### config.mk
export PLATFORM = sky130hd
export DESIGN_NAME = core_fetch_ctrl
export DESIGN_NICKNAME = d
export VERILOG_FILES = /design/src/rtl/core_fetch_pkg.sv /design/src/rtl/core_fetch_ctrl_track_fifo.sv /design/src/rtl/core_fetch_ctrl.sv
export SDC_FILE = /design/constraint.sdc
export NUM_CORES = 1
export LEC_CHECK = 0
export ABC_AREA = 1
export ABC_CLOCK_PERIOD_IN_PS = 2050
export CAP_MARGIN = 10
export CORE_MARGIN = 5
export CORE_UTILIZATION = 45
export DETAILED_ROUTE_END_ITERATION = 10
export DONT_BUFFER_PORTS = 1
export GPL_TIMING_DRIVEN = 0
export REMOVE_ABC_BUFFERS = 1
export SLEW_MARGIN = 20
export SYNTH_ARGS = -nofsm -noshare
export SYNTH_HDL_FRONTEND = slang
export SYNTH_SLANG_ARGS = --single-unit
### constraint.sdc
create_clock -name i_clk -period 2.05 [get_ports i_clk]
set_clock_uncertainty 0.1 [all_clocks]
set_input_delay 0.3075 -clock i_clk [delete_from_list [all_inputs] [get_ports i_clk]]
set_output_delay 0.3075 -clock i_clk [all_outputs]
set_load 0.03 [all_outputs]
### src/rtl/core_fetch_pkg.sv
// Shared types and constants for the instruction-fetch sequencer.
package core_fetch_pkg;

  localparam int unsigned FETCH_XLEN = 32;
  localparam int unsigned FETCH_ILEN = 32;
  localparam int unsigned PC_INC     = 4;
  localparam logic [31:0] ALIGN_MASK = 32'hFFFF_FFFC;

  typedef enum logic [1:0] {
    RUN   = 2'd0,
    HOLD  = 2'd1,
    RPEND = 2'd2
  } fetch_state_e;

  // One tracking slot at the default widths; the FIFO keeps these fields in parallel arrays.
  typedef struct packed {
    logic [FETCH_XLEN-1:0] pc;
    logic [FETCH_ILEN-1:0] data;
    logic                  filled;
    logic                  kill;
  } fetch_entry_t;

endpackage

### src/rtl/core_fetch_ctrl_track_fifo.sv
// In-order tracking FIFO for fetch requests: push on issue, fill on response,
// pop at the head, and a kill-all used by redirects.
module fetch_track_fifo
  import core_fetch_pkg::*;
#(
  parameter int XLEN  = 32,
  parameter int ILEN  = 32,
  parameter int DEPTH = 2,
  parameter int CW    = $clog2(DEPTH) + 1
) (
  input  logic            i_clk,
  input  logic            i_rst_n,
  input  logic            i_push,
  input  logic [XLEN-1:0] i_push_pc,
  input  logic            i_push_kill,
  input  logic            i_fill,
  input  logic [ILEN-1:0] i_fill_data,
  input  logic            i_pop,
  input  logic            i_kill_all,
  output logic            o_full,
  output logic            o_empty,
  output logic [CW-1:0]   o_unfilled,
  output logic            o_head_filled,
  output logic            o_head_kill,
  output logic [XLEN-1:0] o_head_pc,
  output logic [ILEN-1:0] o_head_data
);

  localparam int PW = $clog2(DEPTH);

  logic [XLEN-1:0]  r_pc   [DEPTH];
  logic [ILEN-1:0]  r_data [DEPTH];
  logic [DEPTH-1:0] r_filled;
  logic [DEPTH-1:0] r_kill;
  logic [PW-1:0]    r_rd_ptr;
  logic [PW-1:0]    r_wr_ptr;
  logic [CW-1:0]    r_count;
  logic [CW-1:0]    r_nfilled;

  logic          w_full;
  logic          w_empty;
  logic [CW-1:0] w_unfilled;
  logic          w_push_ok;
  logic          w_fill_ok;
  logic          w_pop_ok;
  logic [PW-1:0] w_fill_idx;

  assign w_full     = (r_count == CW'(DEPTH));
  assign w_empty    = (r_count == '0);
  assign w_unfilled = r_count - r_nfilled;
  assign w_push_ok  = i_push & ~w_full;
  assign w_fill_ok  = i_fill & (w_unfilled != '0);
  assign w_pop_ok   = i_pop & ~w_empty & r_filled[r_rd_ptr];
  // Filled entries are always a contiguous run starting at the head.
  assign w_fill_idx = r_rd_ptr + r_nfilled[PW-1:0];

  always_ff @(posedge i_clk or negedge i_rst_n) begin
    if (!i_rst_n) begin
      for (int i = 0; i < DEPTH; i++) begin
        r_pc[i]   <= '0;
        r_data[i] <= '0;
      end
      r_filled  <= '0;
      r_kill    <= '0;
      r_rd_ptr  <= '0;
      r_wr_ptr  <= '0;
      r_count   <= '0;
      r_nfilled <= '0;
    end else begin
      if (i_kill_all) r_kill <= '1;
      if (w_fill_ok) begin
        r_data[w_fill_idx]   <= i_fill_data;
        r_filled[w_fill_idx] <= 1'b1;
      end
      if (w_push_ok) begin
        r_pc[r_wr_ptr]     <= i_push_pc;
        r_data[r_wr_ptr]   <= '0;
        r_filled[r_wr_ptr] <= 1'b0;
        r_kill[r_wr_ptr]   <= i_push_kill | i_kill_all;
        r_wr_ptr           <= r_wr_ptr + 1'b1;
      end
      if (w_pop_ok) r_rd_ptr <= r_rd_ptr + 1'b1;
      r_count   <= r_count + CW'(w_push_ok) - CW'(w_pop_ok);
      r_nfilled <= r_nfilled + CW'(w_fill_ok) - CW'(w_pop_ok);
    end
  end

  assign o_full        = w_full;
  assign o_empty       = w_empty;
  assign o_unfilled    = w_unfilled;
  assign o_head_filled = r_filled[r_rd_ptr];
  assign o_head_kill   = r_kill[r_rd_ptr];
  assign o_head_pc     = r_pc[r_rd_ptr];
  assign o_head_data   = r_data[r_rd_ptr];

endmodule

### src/rtl/core_fetch_ctrl.sv
// Fetch sequencer: owns the fetch PC, issues in-order imem requests, tracks
// them in a small FIFO and hands responses to decode, dropping wrong-path fetches.
//   state | meaning
//   RUN   | issuing a new request whenever the tracking FIFO has room
//   HOLD  | request presented but not accepted; address held
//   RPEND | held request now wrong-path; redirect target waits in r_pend_pc
module core_fetch_ctrl
  import core_fetch_pkg::*;
#(
  parameter int              XLEN      = 32,
  parameter int              ILEN      = 32,
  parameter int              MAX_OUTST = 2,
  parameter logic [XLEN-1:0] RESET_PC  = '0
) (
  input  logic            i_clk,
  input  logic            i_rst_n,
  input  logic            i_redirect,
  input  logic [XLEN-1:0] i_redirect_pc,
  output logic            o_imem_req_valid,
  input  logic            i_imem_req_ready,
  output logic [XLEN-1:0] o_imem_req_addr,
  input  logic            i_imem_rsp_valid,
  input  logic [ILEN-1:0] i_imem_rsp_data,
  output logic            o_instr_valid,
  input  logic            i_instr_ready,
  output logic [ILEN-1:0] o_instr,
  output logic [XLEN-1:0] o_instr_pc,
  output logic            o_rsp_err
);

  localparam int              CW       = $clog2(MAX_OUTST) + 1;
  localparam logic [XLEN-1:0] PC_ALIGN = ~XLEN'(~ALIGN_MASK);

  fetch_state_e    r_state;
  logic            r_live;
  logic [XLEN-1:0] r_pc;
  logic [XLEN-1:0] r_pend_pc;
  logic            r_rsp_err;

  logic            w_full;
  logic            w_empty;
  logic [CW-1:0]   w_unfilled;
  logic            w_head_filled;
  logic            w_head_kill;
  logic [XLEN-1:0] w_head_pc;
  logic [ILEN-1:0] w_head_data;

  logic            w_req_valid;
  logic            w_req_fire;
  logic [XLEN-1:0] w_redir_pc;
  logic [XLEN-1:0] w_pc_seq;
  logic            w_push_kill;
  logic            w_head_ready;
  logic            w_instr_valid;
  logic            w_pop;
  logic            w_rsp_orphan;

  // r_live keeps the request port quiet while reset is asserted.
  assign w_req_valid   = r_live & ((r_state != RUN) | ~w_full);
  assign w_req_fire    = w_req_valid & i_imem_req_ready;
  assign w_redir_pc    = i_redirect_pc & PC_ALIGN;
  assign w_pc_seq      = r_pc + XLEN'(PC_INC);
  assign w_push_kill   = i_redirect | (r_state == RPEND);
  assign w_head_ready  = w_head_filled & ~w_empty;
  assign w_instr_valid = w_head_ready & ~w_head_kill & ~i_redirect;
  assign w_pop         = (w_instr_valid & i_instr_ready) | (w_head_ready & w_head_kill);
  assign w_rsp_orphan  = i_imem_rsp_valid & (w_unfilled == '0);

  fetch_track_fifo #(
    .XLEN  (XLEN),
    .ILEN  (ILEN),
    .DEPTH (MAX_OUTST),
    .CW    (CW)
  ) u_track (
    .i_clk         (i_clk),
    .i_rst_n       (i_rst_n),
    .i_push        (w_req_fire),
    .i_push_pc     (r_pc),
    .i_push_kill   (w_push_kill),
    .i_fill        (i_imem_rsp_valid),
    .i_fill_data   (i_imem_rsp_data),
    .i_pop         (w_pop),
    .i_kill_all    (i_redirect),
    .o_full        (w_full),
    .o_empty       (w_empty),
    .o_unfilled    (w_unfilled),
    .o_head_filled (w_head_filled),
    .o_head_kill   (w_head_kill),
    .o_head_pc     (w_head_pc),
    .o_head_data   (w_head_data)
  );

  always_ff @(posedge i_clk or negedge i_rst_n) begin
    if (!i_rst_n) begin
      r_state   <= RUN;
      r_live    <= 1'b0;
      r_pc      <= RESET_PC;
      r_pend_pc <= '0;
      r_rsp_err <= 1'b0;
    end else begin
      r_live <= 1'b1;
      if (w_rsp_orphan) r_rsp_err <= 1'b1;
      unique case (r_state)
        RUN: begin
          // An unaccepted request in the redirect cycle is simply dropped.
          if (i_redirect)       r_pc    <= w_redir_pc;
          else if (w_req_fire)  r_pc    <= w_pc_seq;
          else if (w_req_valid) r_state <= HOLD;
        end
        HOLD: begin
          if (i_imem_req_ready) begin
            r_pc    <= i_redirect ? w_redir_pc : w_pc_seq;
            r_state <= RUN;
          end else if (i_redirect) begin
            r_pend_pc <= w_redir_pc;
            r_state   <= RPEND;
          end
        end
        RPEND: begin
          if (i_imem_req_ready) begin
            r_pc    <= i_redirect ? w_redir_pc : r_pend_pc;
            r_state <= RUN;
          end else if (i_redirect) begin
            r_pend_pc <= w_redir_pc;
          end
        end
        default: r_state <= RUN;
      endcase
    end
  end

  assign o_imem_req_valid = w_req_valid;
  assign o_imem_req_addr  = r_pc;
  assign o_instr_valid    = w_instr_valid;
  assign o_instr          = w_head_data;
  assign o_instr_pc       = w_head_pc;
  assign o_rsp_err        = r_rsp_err;

endmodule
==> run metrics <==
clock root cell clkbuf_16; worst hold slack -0.6091 ns; #FFs+latches synth 206; R2R cell count 11; most frequent cells after synthesis nand2_1, dfrtp_1, o21ai_0; initial antenna violation count 0; clock-pin slew on the worst setup and hold paths ~0.060 ns; path category of the worst min-delay check primary input to async pin; cell taking the most area after synthesis dfrtp_1; Post-synth ARST share 100.0%; DRT Wirelength approximately 34 mm; layout cells sized above 1 a little under a quarter; clock latency on the worst-skew pair about 0.5 ns; final setup violation count 65; CP endpoint kind output pin; DRC Markers 0; Startpoint Class flip-flop; Synth Flop Type dfrtp_1; cell count along the critical path 4; total iterations of the first detailed-routing run 5; crit-path max FO 7; final hold vios between 200 and 250; top cells by area, synth dfrtp_1, nand2_1, o21ai_0, nor2_1, inv_1; Crit path largest cell delay around 0.54 ns; die area 26,300 um^2; measured slew at the worst slew-check pin a little under 0.8 ns; Cells after Synth ~1,300; ANT cells 0; Setup Slack @ Placement -1.573 ns; Port Buffers 0; CP bufs+invs 3; first-pass GRT wire length ~51 mm; fin nets around 1,500; Core Region around 23,000 um^2; row count 55; largest net degree at the start of global routing roughly 210; Filler cells roughly 1,900; Die Span Y roughly 160 um; Slew headroom roughly half; area grow syn2layout 34.35%; CTS Buffer Depth 3; Crit path max-delay family flip-flops; fin worst setup slack -0.1755 ns; top cell type's share of synthesized area between 40% and 50%; H-tree depth 1; distinct cell type count after synthesis 37; Iter 0 DRT Violations between 700 and 800; violated checks hold timing, setup timing; worst vdd ir 0.0008528 V; Period minus WS final ~2.2 ns; # IOs around 170; outcome finished, violations left; gr ovfl total 0; gp weighted congestion 0.8174; Initial Util between 40 and 50%; kind of critical path flip-flop to output pin; Critical Path AT between 1.5 and 2 ns; Post-synth EDFFs 0; DR WL/cell between 15 and 20 um; Synth warnings 0; Max-Cap Viols 0; flop2flop setup slack -0.03 ns; clock net sink count slightly above 200; period utilization 108.6%; total number of vias 9,226; DP Wirelength approximately 17 mm; RSZ-0062 raised after global routing yes; vias per cell roughly 5.4; P per Cell Area roughly 1900 nW/um^2; hold_buf cts 65; most common cell in the netlist nand2_1; chip width between 150 and 200 um; gr usage total between 20% and 30%; antenna viol nets, final 0; crit-path cells buf_4, buf_8, clkbuf_16, o21ai_4; CP max-delay cell dfrtp_4; Avg Cell Area, Syn around 7.9 um^2; PnR Total Power about 26,000 uW; WP data required roughly 1.6 ns; maximum clock rate 0.4493 GHz; vias in the first global route between 8,000 and 9,000; Max Slew Vio Count 0; mapped cell area 10,420 um^2; Seq/Total Area, Yosys roughly 49%; CTS tree built; Num CTS Buffers 23; LEAKAGE about 0.0063 uW
==> layout make-up <==
| class | instances | area (um^2) | area share, % |
|---|---|---|---|
| Clock buffer | 33 | 633.1 | 4.522 |
| Clock inverter | 1 | 5.005 | 0.03575 |
| Inverter | 145 | 618.1 | 4.415 |
| Multi-Input combinational cell | 907 | 5635 | 40.25 |
| Sequential cell | 206 | 5170 | 36.93 |
| Tap cell | 285 | 356.6 | 2.547 |
| Timing Repair Buffer | 132 | 1565 | 11.18 |
| Timing Repair inverter | 1 | 16.27 | 0.1162 |
==> report_power, final <==
part,switching (uW),internal (uW),leakage (uW)
combinational,9220,5320,0.00350
clock,1610,2110,0.000311
sequential,2240,6000,0.00250
total,13100,13400,0.00632
==> flip-flops by register name (all words and copies together) (netlist names) <==
register	count
o_rsp_err	1
u_track.r_count	2
u_track.r_data	64
u_track.r_rd_ptr	1
r_state	2
u_track.r_pc	64
o_imem_req_addr	32
u_track.r_filled	2
u_track.r_wr_ptr	1
u_track.r_nfilled	2
u_track.r_kill	2
r_pend_pc	32
r_live	1
==> metal layers <==
metal  track usage [%]  wire [um]  up-vias
met2             40.79      16250      281
met1             32.04      14150     4477
li1                  -          -     4424
met4             5.805        692        0
met3             5.227       2458       44
met5                 0          0        -
==> final timing paths <==
check / startpoint / end
max: u_track.r_rd_ptr$_DFFE_PN0P_ / o_instr[4]
min: i_rst_n / u_track.r_data[34]$_DFF_PN0_
max reg2reg: u_track.r_rd_ptr$_DFFE_PN0P_ / u_track.r_count[1]$_DFF_PN0_
min reg2reg: r_pend_pc[1]$_DFFE_PN0P_ / r_pend_pc[1]$_DFFE_PN0P_
max in group asynchronous: i_rst_n / o_imem_req_addr[16]$_DFFE_PN0P_
min in group i_clk: i_imem_req_ready / r_state[1]$_DFFE_PN0P_
==> placed cells by master (no fill, tap or decap), types with 9 or more instances in the layout <==
cell type / n
dlygate4sd3_1: 65
clkbuf_16: 25
dfrtp_1: 196
buf_4: 30
o21ai_1: 53
buf_12: 12
o21ai_2: 32
nor2_1: 142
nand3_1: 54
a21oi_1: 49
nand2_4: 23
nand2_1: 259
dfrtp_2: 9
inv_1: 126
buf_6: 12
o21ai_0: 110
o21ai_4: 62
nand2_2: 46
nand2_8: 12
==> through the flow <==
| stage | area [um^2] | instances | utilization [%] | TNS, ns |
|---|---|---|---|---|
| 2_1_floorplan | 9980 | 1247 | - | -186.78 |
| 3_3_place_gp | 10340 | 1532 | 45.52 | -459.49 |
| 3_5_place_dp | 10400 | 1534 | 45.79 | -89.12 |
| 4_1_cts | 13470 | 1693 | 59.32 | -5.671 |
| 5_1_grt | 14000 | 1710 | 61.65 | -10.34 |
| 6_report | 14000 | 1710 | 61.65 | -7.574 |
==> cell families after synthesis <==
group	count (synthesis)	synth area share, %
other	1	0.03599
AO/OA/AOI/OAI	324	17.16
flip-flops	206	49.47
buffers and inverters	217	9.522
XOR/XNOR	10	0.8405
AND/OR/NAND/NOR	551	21.77
adder cells (fa/ha/maj)	10	1.201
==> timing repair <==
action,in CTS,in global routing
resized for setup,276,99
endpoints found under the setup margin,236,187
endpoints found under the hold margin,309,206
cloned,15,6
buffers inserted,45,13
pin swaps,65,18
(Power assumes the default switching activity.)
